**src/rtl/acortex_i2c_pkg.sv**
```systemverilog
// Shared types and constants for the acortex I2C codec control-port model.
package acortex_i2c_pkg;

    localparam logic [6:0] SSM2603_DEV_ADDR = 7'h1A;
    localparam int         CODEC_DATA_W     = 9;

    typedef enum logic [3:0] {
        IDLE, ADDR, ADDR_ACK, WB0, ACK0, WB1, ACK1, NACK_REST,
        RB0, RACK0, RB1, RACK1, WAIT_STOP
    } i2c_state_t;

    typedef struct packed {
        logic [6:0]              addr;
        logic [CODEC_DATA_W-1:0] data;
    } codec_word_t;

endpackage

```
**src/rtl/i2c_bus_cond.sv**
```systemverilog
// Brings SCL/SDA into the clk domain and derives edge and START/STOP strobes.
module i2c_bus_cond (
    input  logic clk,
    input  logic rst,
    input  logic scl_i,
    input  logic sda_i,
    output logic sda,
    output logic scl_rise,
    output logic scl_fall,
    output logic start,
    output logic stop
);

    logic scl_p0, scl_p1, scl_p2;
    logic sda_p0, sda_p1, sda_p2;

    // Reset to the idle-bus level so leaving reset never looks like an edge.
    always_ff @(posedge clk or posedge rst) begin
        if (rst) begin
            scl_p0 <= 1'b1;
            scl_p1 <= 1'b1;
            scl_p2 <= 1'b1;
            sda_p0 <= 1'b1;
            sda_p1 <= 1'b1;
            sda_p2 <= 1'b1;
        end else begin
            scl_p0 <= scl_i;
            scl_p1 <= scl_p0;
            scl_p2 <= scl_p1;
            sda_p0 <= sda_i;
            sda_p1 <= sda_p0;
            sda_p2 <= sda_p1;
        end
    end

    assign sda      = sda_p1;
    assign scl_rise = scl_p1 & ~scl_p2;
    assign scl_fall = ~scl_p1 & scl_p2;
    assign start    = scl_p1 & scl_p2 & sda_p2 & ~sda_p1;
    assign stop     = scl_p1 & scl_p2 & ~sda_p2 & sda_p1;

endmodule

```
**src/rtl/i2c_codec_slave.sv**
```systemverilog
// I2C responder modelling the SSM2603 control port: 16-bit register writes,
// two-byte read-back of the last addressed register, and a parallel read port.
module i2c_codec_slave
    import acortex_i2c_pkg::*;
#(
    parameter logic [6:0] DEV_ADDR   = SSM2603_DEV_ADDR,
    parameter int         NUM_REGS   = 16,
    localparam int        REG_ADDR_W = $clog2(NUM_REGS)
) (
    input  logic                    clk,
    input  logic                    rst,
    input  logic                    scl_i,
    input  logic                    sda_i,
    output logic                    sda_oe,
    output logic                    wr_evt,
    output logic [6:0]              wr_addr,
    output logic [CODEC_DATA_W-1:0] wr_data,
    input  logic [REG_ADDR_W-1:0]   reg_rd_addr,
    output logic [CODEC_DATA_W-1:0] reg_rd_data,
    output logic                    busy
);

    localparam logic [7:0] NUM_REGS_B = 8'(NUM_REGS);

    function automatic logic in_range(input logic [6:0] a);
        return {1'b0, a} < NUM_REGS_B;
    endfunction

    logic sda_s, scl_rise, scl_fall, start, stop;

    i2c_bus_cond u_cond (
        .clk      (clk),
        .rst      (rst),
        .scl_i    (scl_i),
        .sda_i    (sda_i),
        .sda      (sda_s),
        .scl_rise (scl_rise),
        .scl_fall (scl_fall),
        .start    (start),
        .stop     (stop)
    );

    i2c_state_t              state;
    logic [7:0]              shreg;
    logic [2:0]              cnt;
    logic                    phase;
    logic                    rw;
    logic                    mack;
    logic [6:0]              last_addr;
    codec_word_t             word;
    logic [CODEC_DATA_W-1:0] regs [NUM_REGS];
    logic [CODEC_DATA_W-1:0] last_val;
    logic [7:0]              rb0, rb1;

    assign last_val    = in_range(last_addr) ? regs[last_addr[REG_ADDR_W-1:0]] : '0;
    assign rb0         = {last_addr, last_val[8]};
    assign rb1         = last_val[7:0];
    assign reg_rd_data = regs[reg_rd_addr];

    // ACK phases: first SCL fall drives/releases for the ack bit, second fall ends it.
    always_ff @(posedge clk or posedge rst) begin
        if (rst) begin
            state     <= IDLE;
            shreg     <= '0;
            cnt       <= '0;
            phase     <= 1'b0;
            rw        <= 1'b0;
            mack      <= 1'b1;
            last_addr <= '0;
            word      <= '0;
            sda_oe    <= 1'b0;
            wr_evt    <= 1'b0;
            wr_addr   <= '0;
            wr_data   <= '0;
            busy      <= 1'b0;
            for (int i = 0; i < NUM_REGS; i++) regs[i] <= '0;
        end else begin
            wr_evt <= 1'b0;
            if (stop) begin
                state  <= IDLE;
                sda_oe <= 1'b0;
                busy   <= 1'b0;
            end else if (start) begin
                state  <= ADDR;
                cnt    <= '0;
                sda_oe <= 1'b0;
                busy   <= 1'b1;
            end else begin
                case (state)
                    ADDR: if (scl_rise) begin
                        shreg <= {shreg[6:0], sda_s};
                        cnt   <= cnt + 3'd1;
                        if (cnt == 3'd7) begin
                            rw    <= sda_s;
                            phase <= 1'b0;
                            state <= (shreg[6:0] == DEV_ADDR) ? ADDR_ACK : WAIT_STOP;
                        end
                    end
                    ADDR_ACK, ACK0, ACK1: if (scl_fall) begin
                        if (!phase) begin
                            sda_oe <= 1'b1;
                            phase  <= 1'b1;
                        end else begin
                            sda_oe <= 1'b0;
                            cnt    <= '0;
                            if (state == ADDR_ACK && rw) begin
                                state  <= RB0;
                                sda_oe <= ~rb0[7];
                                shreg  <= {rb0[6:0], 1'b0};
                            end else if (state == ADDR_ACK) begin
                                state <= WB0;
                            end else if (state == ACK0) begin
                                state <= WB1;
                            end else begin
                                state   <= NACK_REST;
                                wr_evt  <= 1'b1;
                                wr_addr <= word.addr;
                                wr_data <= word.data;
                                if (in_range(word.addr))
                                    regs[word.addr[REG_ADDR_W-1:0]] <= word.data;
                            end
                        end
                    end
                    WB0, WB1: if (scl_rise) begin
                        shreg <= {shreg[6:0], sda_s};
                        cnt   <= cnt + 3'd1;
                        if (cnt == 3'd7) begin
                            phase <= 1'b0;
                            if (state == WB0) begin
                                word.addr    <= shreg[6:0];
                                word.data[8] <= sda_s;
                                last_addr    <= shreg[6:0];
                                state        <= ACK0;
                            end else begin
                                word.data[7:0] <= {shreg[6:0], sda_s};
                                state          <= ACK1;
                            end
                        end
                    end
                    RB0, RB1: begin
                        if (scl_rise) begin
                            cnt <= cnt + 3'd1;
                            if (cnt == 3'd7) begin
                                phase <= 1'b0;
                                state <= (state == RB0) ? RACK0 : RACK1;
                            end
                        end else if (scl_fall) begin
                            sda_oe <= ~shreg[7];
                            shreg  <= {shreg[6:0], 1'b0};
                        end
                    end
                    RACK0, RACK1: begin
                        if (scl_rise && phase) begin
                            mack <= sda_s;
                        end else if (scl_fall && !phase) begin
                            sda_oe <= 1'b0;
                            phase  <= 1'b1;
                        end else if (scl_fall) begin
                            cnt <= '0;
                            if (mack) begin
                                state <= WAIT_STOP;
                            end else if (state == RACK0) begin
                                state  <= RB1;
                                sda_oe <= ~rb1[7];
                                shreg  <= {rb1[6:0], 1'b0};
                            end else begin
                                state  <= RB0;
                                sda_oe <= ~rb0[7];
                                shreg  <= {rb0[6:0], 1'b0};
                            end
                        end
                    end
                    default: ;
                endcase
            end
        end
    end

endmodule

```
**config.mk**
```make
export PLATFORM = sky130hd
export DESIGN_NAME = i2c_codec_slave
export DESIGN_NICKNAME = d
export VERILOG_FILES = /design/src/rtl/acortex_i2c_pkg.sv /design/src/rtl/i2c_bus_cond.sv /design/src/rtl/i2c_codec_slave.sv
export SDC_FILE = /design/constraint.sdc
export NUM_CORES = 1
export LEC_CHECK = 0
export CORE_MARGIN = 3
export CORE_UTILIZATION = 33
export CTS_CLUSTER_SIZE = 40
export DETAILED_ROUTE_END_ITERATION = 10
export PLACE_DENSITY_LB_ADDON = 0.25
export SLEW_MARGIN = 10
export SYNTH_ARGS = -nofsm -noshare
export SYNTH_HDL_FRONTEND = slang
export SYNTH_SLANG_ARGS = --single-unit
```
**constraint.sdc**
```tcl
create_clock -name clk -period 8.9 [get_ports clk]
set_clock_uncertainty 0.1 [all_clocks]
set_input_delay 1.78 -clock clk [delete_from_list [all_inputs] [get_ports clk]]
set_output_delay 1.78 -clock clk [all_outputs]
set_load 0.03 [all_outputs]
```
==> impl_metrics.json <==
{
  "status": "finished clean",
  "wire_per_inst_microns": 23.27,
  "worstPathMaxFanout": 36,
  "min_period_over_period": 0.6868,
  "cts_tree": "built",
  "rows": 64,
  "cp_cell_sequence": "buf_2 -> mux4_2 -> mux4_2 -> clkdlybuf4s50_1",
  "r2r_cells": 7,
  "cpMostUsedCell": "mux4_2",
  "grt_usage": 0.1639,
  "synthToLayoutAreaGrowth_pct": 14.54,
  "min_period_ns": 6.113,
  "netlist_instances": 756,
  "routed_wirelength_microns": 27630,
  "cts_max_path_buffers": 3,
  "power.internal_mw": 1.743,
  "n_fill_cell": 2899,
  "die_h_microns": 184.6,
  "grt_max_degree": 103,
  "r2r_slack_ns": 5.35,
  "synth_ff_type": "dfrtp_1",
  "setup_viol": 0,
  "yosysSeqAreaShare": 0.4835,
  "diodes": 0,
  "post-synth-top-area-fraction": 0.4661,
  "cts-buffers-inserted": 25,
  "place_inst": 1142,
  "slew_headroom": 0.2118,
  "post_cts_buffers": 0,
  "endpoint_kind": "primary output",
  "synth_largest_area_cell": "dfrtp_1",
  "critPathLaunch": "reg_rd_addr[1]",
  "p_leak_nw": 5.248,
  "drv_slew": 0,
  "cts.sinks": 203,
  "required_ns": 7.02,
  "core_sq_um": 30990,
  "synth_top_cells_by_area": "dfrtp_1 47%, mux4_2 19%, mux2_2 17%",
  "vias": 6726,
  "firstDrtPassIters": 5,
  "clock-root-buffer": "clkbuf_16",
  "ys_types": 56,
  "viasPerCell": 5.666,
  "hold_ws_ns": 0.2562,
  "switchingPower_mw": 0.6974,
  "drt_iter0_markers": 450,
  "ctsResizeCount": 0,
  "met2_length_microns": 12840,
  "portBuffers": 35,
  "fmax_mhz": 163.6,
  "arrival_ns": 4.23,
  "synth_nets": 766,
  "tns_ns": 0,
  "pwr-share-comb": 0.155,
  "r2r-start": "state[1]",
  "crit_type": "in2out",
  "die_w_microns": 184.6,
  "grt_overflow": 0,
  "fin_util": 0.3890,
  "drive_above_1_share": 0.4083,
  "htree_num_levels": 1,
  "antenna_found_initial": 0,
  "pwr-share-seq": 0.420,
  "dr_wl_met3_microns": 1173,
  "yosys_warnings": 0,
  "dp_hpwl_microns": 17130,
  "drc": 0,
  "drt-met1-wl_microns": 12990,
  "endpoint": "reg_rd_data[6]",
  "slowest_stage": "buf_2",
  "maxCapViolCount": 0,
  "synth_area_sq_um": 10520,
  "hold_buffers": 0,
  "cp-start-kind": "primary input",
  "multi_input_area_sq_um": 5170,
  "nets": 783,
  "die_area_sq_um": 34070,
  "ir_drop_mv": 0.1210,
  "postLayoutSetupSlackWorst_ns": 2.787,
  "syn_avg_cell_area_sq_um": 13.92,
  "hold_viol_final": 0,
  "dp_slack_ns": 2.782,
  "routabilityCongestion": 0.7908,
  "path_clk_slew_ns": 0.05,
  "critical_path.max_stage_delay_ns": 0.70,
  "seq_area_sq_um": 5091,
  "switching_share": 0.2858,
  "rsz0062_at_grt": "false",
  "initial_core_util": 0.3396,
  "grt_pass1_vias": 6835,
  "p_per_area_nw_per_um2": 202.5,
  "async_flop_share": 1.000,
  "top_layer": "met4",
  "yosys_register_bits": 203,
  "layout.cells.non_filler": 1187,
  "synth_edf_count": 0,
  "clkPwrFrac": 0.425,
  "hp-class": "reg2reg",
  "antenna_left": 0,
  "worst_pin_slew_ns": 1.173,
  "ios": 36,
  "r2r_end": "regs[47]",
  "grt_pass1_wl_microns": 42970,
  "clk_latency_ns": 0.53
}
==> critical path, delay by kind of cell <==
kind	cells	cell delay, ns
buffers and inverters	2	1.32
multiplexers	2	1.10
==> metrics by stage <==
step | power, mW | area (sq um)
after CTS | 2.467 | 12050
after detailed placement | 1.421 | 11220
after global routing | 2.558 | 12050
after floorplan | 1.318 | 10520
after global placement | 1.416 | 11220
final | 2.440 | 12050
==> power groups by stage <==
stage               sequential [mW]  clock [mW]  combinational (mW)
finish                         1.03        1.04               0.377
global route                   1.03        1.10               0.424
CTS                            1.03        1.06               0.381
detailed placement             1.04           0               0.380
global placement               1.04           0               0.374
floorplan                      1.01           0               0.307
==> cell usage after synthesis (all sizes together) (2+ instances only) <==
cell	count
a211oi	3
a21oi	27
a221oi	12
a22oi	2
a31oi	4
a32oi	5
buf	24
clkbuf	32
dfrtp	196
dfstp	7
ha	2
inv	8
mux2	163
mux2i	3
mux4	87
nand2	68
nand2b	5
nand3	7
nand3b	2
nand4	6
nand4b	2
nor2	24
nor2b	8
nor3	9
o21a	4
o21ai	16
o221ai	2
o22ai	2
o32a	2
or2	2
or3	2
==> worst min path at each step <==
| stage | startpoint | end | slack [ns] | cells past startpoint |
|---|---|---|---|---|
| detailed placement | u_cond.sda_p0 | u_cond.sda | 0.25 | 0 |
| CTS | u_cond.scl_p0 | u_cond.scl_p1 | 0.26 | 0 |
| floorplan | u_cond.scl_p0 | u_cond.scl_p1 | 0.25 | 0 |
| global placement | u_cond.sda_p0 | u_cond.sda | 0.25 | 0 |
| global route | u_cond.scl_p0 | u_cond.scl_p1 | 0.26 | 0 |
| finish | u_cond.scl_p0 | u_cond.scl_p1 | 0.26 | 0 |
==> registers in the layout, indices dropped and copies added (netlist names), 3 cells and up <==
register  cells
wr_addr       7
cnt           3
shreg         8
word         16
state         4
regs        144
wr_data       9
==> cell type report <==
class	instances	area share
repair buffers	46	0.03508
well taps	396	0.04110
clock buffers	38	0.05927
multi-input cells	488	0.4289
clock inverters	7	0.009861
flip-flops and latches	203	0.4224
inverters	9	0.003425
==> layout by cell type, fill, tap and decap left out, types with 3 or more instances in the layout <==
cell and count:
buf_4 11, dfstp_2 7, clkdlybuf4s50_1 33, a31oi_1 4
nor2_2 6, nor2_1 18, bufinv_16 3, mux2_2 162
o21ai_0 16, clkbuf_16 25, nor2b_1 8, dfrtp_1 194
a32oi_1 5, nand3_1 7, clkbuf_1 9, nand2b_1 5
a211oi_1 3, a221oi_1 12, o21a_1 4, nor3_1 7
nand2_1 68, nand4_1 6, mux4_2 87, clkbuf_8 4
inv_1 5, a21oi_1 27, mux2i_1 3
==> cells by family after synthesis <==
group	share of synthesized area
buffers and inverters	0.02521
XOR/XNOR	0.0008324
AND/OR/NAND/NOR	0.06919
multiplexers	0.3635
adder cells (fa/ha/maj)	0.002377
AO/OA/AOI/OAI	0.05540
flip-flops	0.4835
==> layer usage <==
metal,up-vias,GRT usage
li1,2930,-
met1,3600,0.2401
met2,157,0.2586
met3,39,0.02427
met4,0,0.03840
met5,-,0
(Power assumes the default switching activity.)
